$ cat config.mk
export PLATFORM = sky130hd
export DESIGN_NAME = proc_control_unit_flat
export DESIGN_NICKNAME = d
export VERILOG_FILES = /design/src/rtl/sp_ctrl_pkg.sv /design/src/rtl/proc_control_unit_if.sv /design/src/rtl/proc_control_unit_dec3to8.sv /design/src/rtl/proc_control_unit.sv /design/src/flat_wrapper.sv
export SDC_FILE = /design/constraint.sdc
export NUM_CORES = 1
export LEC_CHECK = 0
export ABC_AREA = 0
export BUFFER_PORTS_ARGS = -buffer_cell sky130_fd_sc_hd__buf_2
export CAP_MARGIN = 20
export CORE_MARGIN = 4
export CORE_UTILIZATION = 40
export CTS_CLUSTER_DIAMETER = 40
export DETAILED_ROUTE_END_ITERATION = 8
export PLACE_DENSITY = 0.71
export SLEW_MARGIN = 5
export SYNTH_ARGS = -nofsm -noshare
export SYNTH_HDL_FRONTEND = slang
export SYNTH_SLANG_ARGS = --single-unit
$ cat constraint.sdc
create_clock -name clk -period 2.1 [get_ports clk]
set_clock_uncertainty 0.05 [all_clocks]
set_input_delay 0.21 -clock clk [delete_from_list [all_inputs] [get_ports clk]]
set_output_delay 0.21 -clock clk [all_outputs]
set_load 0.01 [all_outputs]
$ cat src/rtl/sp_ctrl_pkg.sv
// Shared types and widths for the bus-datapath control unit.
package sp_ctrl_pkg;

  localparam int WORD_W = 9;
  localparam int REG_W  = 3;

  typedef enum logic [2:0] {
    OP_MV  = 3'b000,
    OP_MVI = 3'b001,
    OP_ADD = 3'b010,
    OP_SUB = 3'b011
  } opcode_t;

  typedef enum logic [1:0] {
    T0 = 2'd0,
    T1 = 2'd1,
    T2 = 2'd2,
    T3 = 2'd3
  } step_t;

endpackage

$ cat src/rtl/proc_control_unit_if.sv
// Control-unit <-> datapath signal bundle; master = control unit, slave = datapath.
interface proc_control_unit_if;
  import sp_ctrl_pkg::*;

  // Run acts as valid and is accepted only while the controller sits in T0
  // (implicit ready); Done marks the last step of the accepted instruction.
  logic [WORD_W-1:0] Din;
  logic Run;
  logic R0in, R1in, R2in, R3in, R4in, R5in, R6in, R7in;
  logic R0out, R1out, R2out, R3out, R4out, R5out, R6out, R7out;
  logic Ain, Gin, Gout, Dinout, AddSub, Done;

  modport master (
    input  Din, Run,
    output R0in, R1in, R2in, R3in, R4in, R5in, R6in, R7in,
    output R0out, R1out, R2out, R3out, R4out, R5out, R6out, R7out,
    output Ain, Gin, Gout, Dinout, AddSub, Done
  );

  modport slave (
    output Din, Run,
    input  R0in, R1in, R2in, R3in, R4in, R5in, R6in, R7in,
    input  R0out, R1out, R2out, R3out, R4out, R5out, R6out, R7out,
    input  Ain, Gin, Gout, Dinout, AddSub, Done
  );

endinterface

$ cat src/rtl/proc_control_unit_dec3to8.sv
// 3-to-8 one-hot decoder with enable; all-zero when disabled.
module dec3to8 (
  input  logic       en,
  input  logic [2:0] sel,
  output logic [7:0] y
);

  assign y = en ? (8'b1 << sel) : 8'b0;

endmodule

$ cat src/rtl/proc_control_unit.sv
// Multi-cycle T0..T3 sequencer for the 9-bit bus datapath.
// Optional macro SP_ILLEGAL_OP_EN adds the sticky illegal_op output.
module proc_control_unit
  import sp_ctrl_pkg::*;
(
  input  logic clk,
  input  logic rst,
  proc_control_unit_if.master bus,
`ifdef SP_ILLEGAL_OP_EN
  output logic illegal_op,
`endif
  output step_t dbg_state
);

  step_t             state, next_state;
  logic [WORD_W-1:0] ir;
  logic [2:0]        opcode;
  logic [REG_W-1:0]  rx, ry;

  logic       rx_in_en, rx_out_en, ry_out_en;
  logic       ain, gin, gout, dinout, addsub, done;
  logic [7:0] rin, rx_out, ry_out, rout;

  assign opcode    = ir[8:6];
  assign rx        = ir[5:3];
  assign ry        = ir[2:0];
  assign dbg_state = state;

  always_ff @(posedge clk) begin
    if (rst) begin
      state <= T0;
      ir    <= '0;
    end else begin
      state <= next_state;
      if (state == T0 && bus.Run) ir <= bus.Din;
    end
  end

  always_comb begin
    next_state = state;
    case (state)
      T0: next_state = bus.Run ? T1 : T0;
      T1: next_state = (opcode == OP_ADD || opcode == OP_SUB) ? T2 : T0;
      T2: next_state = T3;
      T3: next_state = T0;
      default: next_state = T0;
    endcase
  end

  // Outputs depend only on registered state and IR, so nothing from Din/Run leaks through.
  always_comb begin
    rx_in_en  = 1'b0;
    rx_out_en = 1'b0;
    ry_out_en = 1'b0;
    ain       = 1'b0;
    gin       = 1'b0;
    gout      = 1'b0;
    dinout    = 1'b0;
    addsub    = 1'b0;
    done      = 1'b0;
    case (state)
      T1: begin
        case (opcode)
          OP_MV: begin
            ry_out_en = 1'b1;
            rx_in_en  = 1'b1;
            done      = 1'b1;
          end
          OP_MVI: begin
            dinout   = 1'b1;
            rx_in_en = 1'b1;
            done     = 1'b1;
          end
          OP_ADD, OP_SUB: begin
            rx_out_en = 1'b1;
            ain       = 1'b1;
          end
          default: done = 1'b1;
        endcase
      end
      T2: begin
        ry_out_en = 1'b1;
        gin       = 1'b1;
        addsub    = (opcode == OP_SUB);
      end
      T3: begin
        gout     = 1'b1;
        rx_in_en = 1'b1;
        done     = 1'b1;
      end
      default: ;
    endcase
  end

  dec3to8 u_rx_in  (.en(rx_in_en),  .sel(rx), .y(rin));
  dec3to8 u_rx_out (.en(rx_out_en), .sel(rx), .y(rx_out));
  dec3to8 u_ry_out (.en(ry_out_en), .sel(ry), .y(ry_out));

  // Rx and Ry drive selects are never enabled in the same step.
  assign rout = rx_out | ry_out;

  assign bus.R0in  = rin[0];
  assign bus.R1in  = rin[1];
  assign bus.R2in  = rin[2];
  assign bus.R3in  = rin[3];
  assign bus.R4in  = rin[4];
  assign bus.R5in  = rin[5];
  assign bus.R6in  = rin[6];
  assign bus.R7in  = rin[7];
  assign bus.R0out = rout[0];
  assign bus.R1out = rout[1];
  assign bus.R2out = rout[2];
  assign bus.R3out = rout[3];
  assign bus.R4out = rout[4];
  assign bus.R5out = rout[5];
  assign bus.R6out = rout[6];
  assign bus.R7out = rout[7];
  assign bus.Ain    = ain;
  assign bus.Gin    = gin;
  assign bus.Gout   = gout;
  assign bus.Dinout = dinout;
  assign bus.AddSub = addsub;
  assign bus.Done   = done;

`ifdef SP_ILLEGAL_OP_EN
  always_ff @(posedge clk) begin
    if (rst) illegal_op <= 1'b0;
    else if (state == T1 && opcode[2]) illegal_op <= 1'b1;
  end
`endif

endmodule

$ cat src/flat_wrapper.sv
// flat-port wrapper written by rule: the top's interface ports become plain ports
module proc_control_unit_flat import sp_ctrl_pkg::*;
  (clk, rst, dbg_state, bus_Din, bus_Run, bus_R0in, bus_R1in, bus_R2in, bus_R3in, bus_R4in, bus_R5in, bus_R6in, bus_R7in, bus_R0out, bus_R1out, bus_R2out, bus_R3out, bus_R4out, bus_R5out, bus_R6out, bus_R7out, bus_Ain, bus_Gin, bus_Gout, bus_Dinout, bus_AddSub, bus_Done);
  proc_control_unit_if bus_i ();
  input  logic clk;
  input  logic rst;
  output step_t dbg_state;
  input wire logic [$bits(bus_i.Din)-1:0] bus_Din;
  input wire logic [$bits(bus_i.Run)-1:0] bus_Run;
  output wire logic [$bits(bus_i.R0in)-1:0] bus_R0in;
  output wire logic [$bits(bus_i.R1in)-1:0] bus_R1in;
  output wire logic [$bits(bus_i.R2in)-1:0] bus_R2in;
  output wire logic [$bits(bus_i.R3in)-1:0] bus_R3in;
  output wire logic [$bits(bus_i.R4in)-1:0] bus_R4in;
  output wire logic [$bits(bus_i.R5in)-1:0] bus_R5in;
  output wire logic [$bits(bus_i.R6in)-1:0] bus_R6in;
  output wire logic [$bits(bus_i.R7in)-1:0] bus_R7in;
  output wire logic [$bits(bus_i.R0out)-1:0] bus_R0out;
  output wire logic [$bits(bus_i.R1out)-1:0] bus_R1out;
  output wire logic [$bits(bus_i.R2out)-1:0] bus_R2out;
  output wire logic [$bits(bus_i.R3out)-1:0] bus_R3out;
  output wire logic [$bits(bus_i.R4out)-1:0] bus_R4out;
  output wire logic [$bits(bus_i.R5out)-1:0] bus_R5out;
  output wire logic [$bits(bus_i.R6out)-1:0] bus_R6out;
  output wire logic [$bits(bus_i.R7out)-1:0] bus_R7out;
  output wire logic [$bits(bus_i.Ain)-1:0] bus_Ain;
  output wire logic [$bits(bus_i.Gin)-1:0] bus_Gin;
  output wire logic [$bits(bus_i.Gout)-1:0] bus_Gout;
  output wire logic [$bits(bus_i.Dinout)-1:0] bus_Dinout;
  output wire logic [$bits(bus_i.AddSub)-1:0] bus_AddSub;
  output wire logic [$bits(bus_i.Done)-1:0] bus_Done;
  assign bus_i.Din = bus_Din;
  assign bus_i.Run = bus_Run;
  assign bus_R0in = bus_i.R0in;
  assign bus_R1in = bus_i.R1in;
  assign bus_R2in = bus_i.R2in;
  assign bus_R3in = bus_i.R3in;
  assign bus_R4in = bus_i.R4in;
  assign bus_R5in = bus_i.R5in;
  assign bus_R6in = bus_i.R6in;
  assign bus_R7in = bus_i.R7in;
  assign bus_R0out = bus_i.R0out;
  assign bus_R1out = bus_i.R1out;
  assign bus_R2out = bus_i.R2out;
  assign bus_R3out = bus_i.R3out;
  assign bus_R4out = bus_i.R4out;
  assign bus_R5out = bus_i.R5out;
  assign bus_R6out = bus_i.R6out;
  assign bus_R7out = bus_i.R7out;
  assign bus_Ain = bus_i.Ain;
  assign bus_Gin = bus_i.Gin;
  assign bus_Gout = bus_i.Gout;
  assign bus_Dinout = bus_i.Dinout;
  assign bus_AddSub = bus_i.AddSub;
  assign bus_Done = bus_i.Done;
  proc_control_unit u_core (.clk(clk), .rst(rst), .bus(bus_i), .dbg_state(dbg_state));
endmodule
======== Yosys cells after proc, flatten, opt, wreduce, memory -nomap -nowiden ========
Cells that the tools add are included.
operators by class
  shift operators ......................... 2
  bitwise operators ....................... 1
  muxes and demuxes ....................... 19
  reduce and logical (&&, ||, !) cells .... 6
  equality and inequality tests ........... 6
operators with widths
  operator                                                               count
  8-bit two-way mux                                                      3
  1-bit by 3-bit << shifter with 8-bit output, first input constant      2
  1-bit two-way mux                                                      11
  8-bit OR                                                               1
  2-bit one-hot mux with 4 select lines                                  1
  3-bit by 2-bit equality test with 1-bit output, second input constant  2
  1-bit one-hot mux with 2 select lines                                  3
  2-bit equality test, second input constant                             2
  2-bit OR reduction                                                     2
  3-bit by 1-bit equality test with 1-bit output, second input constant  1
  3-bit logical NOT                                                      1
  2-bit by 1-bit equality test with 1-bit output, second input constant  1
  2-bit logical NOT                                                      1
  2-bit two-way mux                                                      1
  1-bit logical AND                                                      1
  1-bit logical OR                                                       1
word-level totals
  input port bits ......................... 12
  output and inout port bits .............. 24
  word-level logic and storage cells ...... 36
  bits in registers ....................... 11

======== Depth between registers and ports, before layout ========
  depth in word-level cells ............... 6
  depth in mapped cells ................... 6
  gate-level depth less buffers ........... 5

======== By module ========
Synthesis repeated with hierarchy kept, for this count alone.
second synthesis, totals
  cell total of the unflattened synthesis .. 97
  area, all modules ....................... 953.4 um^2
modules (own cells, without submodules)
  module             cells an instance  instances  seq. area each (um^2)  area an instance (um^2)
  proc_control_unit  73                 1          220.2                  668.1
  dec3to8            8                  3          0.0                    95.1

======== Worst setup path before layout ========
No wires, ideal clock.
  path type ............................... reg-to-output
  from .................................... register u_core.state[0], in the netlist u_core.dbg_state[0]
  to ...................................... output bus_R0out
  stages on the path, launching flop included .. 5
  slack ................................... 0.250 ns
  path buffers ............................ 0
  data arrival time ....................... 1.590 ns
  data required time ...................... 1.840 ns
  cell sequence ........................... dfxtp_1 -> inv_1 -> ha_1 -> or3b_1 -> o32ai_1
between the ends
  cells in the longest elaborated chain, start to end .. 4
  elaborated cells on any way between the ends .. 7
  classes of those cells .................. eq/ne (2); mux (4); bitwise (1)
ends and longest elaborated chain
  element                                                                                line                            source
  start, declared                                                                        proc_control_unit.sv:15         step_t state, next_state;
  start signal, assigned                                                                 proc_control_unit.sv:34         state <= next_state;
  2-bit equality test or 2-bit by 1-bit equality test with 1-bit output (tied branches)  proc_control_unit.sv:61         case (state)
  1-bit one-hot mux with 2 select lines or 1-bit two-way mux (tied branches)             proc_control_unit.sv:61
  8-bit two-way mux                                                                      proc_control_unit_dec3to8.sv:8  assign y = en ? (8'b1 << sel) : 8'b0;
  8-bit OR (*)                                                                           proc_control_unit.sv:100        assign rout = rx_out | ry_out;
  end, declared                                                                          flat_wrapper.sv:18              output wire logic [$bits(bus_i.R0out)-1:0] bus_R0out;
Mark *: on every way between the ends. The rest lies on a longest branch, timed or not.

==> metrics <==
most area-hungry cell type in the Yosys netlist=sky130_fd_sc_hd__dfxtp_1; Max H-tree Level=1; fraction of layout instances using a drive strength above 1=40.6%; startpoint type of the worst setup path=flop; run status=complete, no violations; count of synthesis-stage warnings from yosys=0; register bit total from synthesis=11; Pwr per Cell Area=491 mW/mm^2; count of buffers inserted at the top-level ports=35; CTS hold repair buffers=0; Clk Latency, worst-skew pair=0.26 ns; placed standard-cell area=885 sq um; CP Data Arrival Time=1.75 ns; clock tree from TritonCTS=built; max-slew violations=0; IO Count=36; library cell used as clock root buffer=sky130_fd_sc_hd__clkbuf_4; number of violations reported at the end of detailed-routing iteration 0=11; post-detailed-route DRC marker count=0; Hold/Removal Path Class=in2reg; Detailed Routing Iterations Pass 1=4; cells after synthesis=91; via count of the first global-routing pass=671; Vias=762; wire length of the first global-routing pass=3.03 mm; antenna violations before repair=0; syn_nets=108; number of CTS-inserted buffers=3; setup repair after global routing missed its margin=no; standard cell core area=0.00158 sq mm; Hold Fails Final Rpt=0; Max transition margin=77.9%; count of antenna diodes in the layout=0; most frequent cell after synthesis=sky130_fd_sc_hd__nand2_1; final weighted congestion of routability-driven global placement=0.879; aggregate negative setup slack=0 ns; Tot Pwr=0.469 mW; Synth Area per Inst=7.71 sq um; longest individual stage delay on the worst path=0.39 ns; number of violations of the max-capacitance limit=0; number of synthesized flops with an enable pin=0; number of fill cells=162; number of endpoints failing setup at the final stage=0; Peak supply drop=383 uV; sum of net half-perimeters after detailed placement=1.49 mm; Final period util=95.7%; die area=0.00249 sq mm; Layout Utilization=60.6%; cells along the critical path=inv_2 -> ha_4 -> or3b_4 -> o32ai_2 -> buf_2; num rows=14; CP bufs+invs=2; DR WL/cell=13.2 microns; Peak Freq=497 MHz; library cell contributing the largest single delay on the critical path=sky130_fd_sc_hd__or3b_4; overall routed net length=1.91 mm; number of distinct library cells after synthesis=24; worst-case clock buffer depth=2; area added between synthesis and finish=36.2%; Overflow after GRT=0; area share of the largest cell type after synthesis=31.4%; Worst-Margin Slew=0.331 ns; Non-Filler Cell Area, Final=956 sq um; class of the most critical setup path=reg2out; effective utilization at floorplan=44.5%; most numerous cell types in the synthesized netlist=sky130_fd_sc_hd__nand2_1, sky130_fd_sc_hd__dfxtp_1, sky130_fd_sc_hd__nor2_1; die height=49.9 microns; pin count of the biggest net entering global routing=12; clock input transition at the sequential cells of the worst setup and hold paths=0.07 ns; number of nets in the final layout=146; Syn Std Cell Area=702 sq um; Worst EP required=1.84 ns; proportion of register bits with asynchronous set or reset after synthesis=0%; capturing element type of the critical path=primary output; flip-flop cell with the highest count after synthesis=sky130_fd_sc_hd__dfxtp_1; clock period minus worst slack=2.01 ns; largest delay contributor family on the critical path=simple AND/OR/NAND/NOR gates; number of antenna-violating nets in the routed design=0; sequential element share of the synthesized area=31.4%; total number of clock tree sinks=11; static leakage=0.450 nW; largest cells by area after synthesis=sky130_fd_sc_hd__dfxtp_1, sky130_fd_sc_hd__ha_1, sky130_fd_sc_hd__nand3_1; vias per cell=5.29; global-route total usage across every layer=15.1%; width of the die=49.9 microns; peak fanout along the critical path=5
[sequential cells by signal (all words and copies together), names as in the netlist, named ones only]
signal,cells
u_core.ir,9
u_core.dbg_state,1
[repair_timing]
action | 4_1_cts | 5_1_grt
endpoints found under the setup margin | 1 | 6
resized for setup | 4 | 6
gates cloned | 0 | 0
setup buffers | 0 | 1
[final cells by class]
class                   instances  area (sq um)  share of cell area, %
flip-flops and latches         11           225                   23.6
inverters                       2          7.51                  0.785
multi-input cells              75           494                   51.7
repair buffers                 36           183                   19.1
clock buffers                   4          26.3                   2.75
well taps                      16          20.0                   2.09
[cells by family after synthesis]
kind of cell | after synthesis | share of synthesized area (%)
and+or+nand+nor | 47 | 35.5
AOI/OAI and AO/OA | 21 | 18.5
DFF | 11 | 31.4
buffers and inverters | 5 | 2.85
adders and majority gates | 5 | 8.91
muxes | 2 | 2.85
[worst register-to-register path: stages, from the launching register on]
cell                      delay [ns]
sky130_fd_sc_hd__dfxtp_4        0.38
sky130_fd_sc_hd__inv_2          0.06
sky130_fd_sc_hd__ha_4           0.20
sky130_fd_sc_hd__nand2_1        0.24
sky130_fd_sc_hd__nand2_1        0.09
sky130_fd_sc_hd__a21oi_1        0.15
[layer usage]
metal,wire length [microns],share of wire [%],global-route usage [%],up-vias
li1,-,-,-,395
met5,0,0,0,-
met3,172,9.0,3.61,4
met4,15,0.79,5.53,0
met2,814,43,24.7,35
met1,903,47,19.1,328
[cells in the final DEF (no fill, tap or decap), types with 2 or more instances in the layout]
master,netlist,layout
sky130_fd_sc_hd__dfxtp_1,11,9
sky130_fd_sc_hd__buf_2,1,35
sky130_fd_sc_hd__a21oi_1,9,9
sky130_fd_sc_hd__nand3b_1,2,2
sky130_fd_sc_hd__nand2b_1,4,4
sky130_fd_sc_hd__nand3_1,10,10
sky130_fd_sc_hd__clkbuf_4,0,3
sky130_fd_sc_hd__ha_1,5,3
sky130_fd_sc_hd__nand2_1,13,13
sky130_fd_sc_hd__nor2_1,11,11
sky130_fd_sc_hd__o21ai_1,2,2
sky130_fd_sc_hd__o32ai_2,0,2
sky130_fd_sc_hd__o32ai_1,4,2
sky130_fd_sc_hd__mux2i_1,2,2
sky130_fd_sc_hd__o22ai_1,4,4
sky130_fd_sc_hd__inv_2,0,2
[metrics by stage]
step                setup WS [ns]  hold slack, ns  std cells
floorplan                   0.250           0.229         91
global route               0.0144           0.132        144
detailed placement          0.187           0.419        139
global placement            0.262           0.414        139
finish                     0.0899           0.141        144
CTS                        0.0360           0.138        143
[report_power, final]
group / internal [mW] / switching [mW] / total, mW
clock network: 0.0735 / 0.0683 / 0.142
logic: 0.0430 / 0.0482 / 0.0912
registers: 0.220 / 0.0167 / 0.237
[final timing paths]
path                                  start                   endpoint  slack (ns)  cells after the start
min reg2reg       u_core.ir[4]$_SDFFE_PP0P_  u_core.ir[4]$_SDFFE_PP0P_        0.45                      2
min                              bus_Din[4]  u_core.ir[4]$_SDFFE_PP0P_        0.14                      3
max                                    flop                  bus_R0out        0.09                      5
max reg2reg  u_core.dbg_state[0]$_SDFF_PP0_  u_core.ir[5]$_SDFFE_PP0P_        0.86                      5
Power figures use the tool's default switching activity.
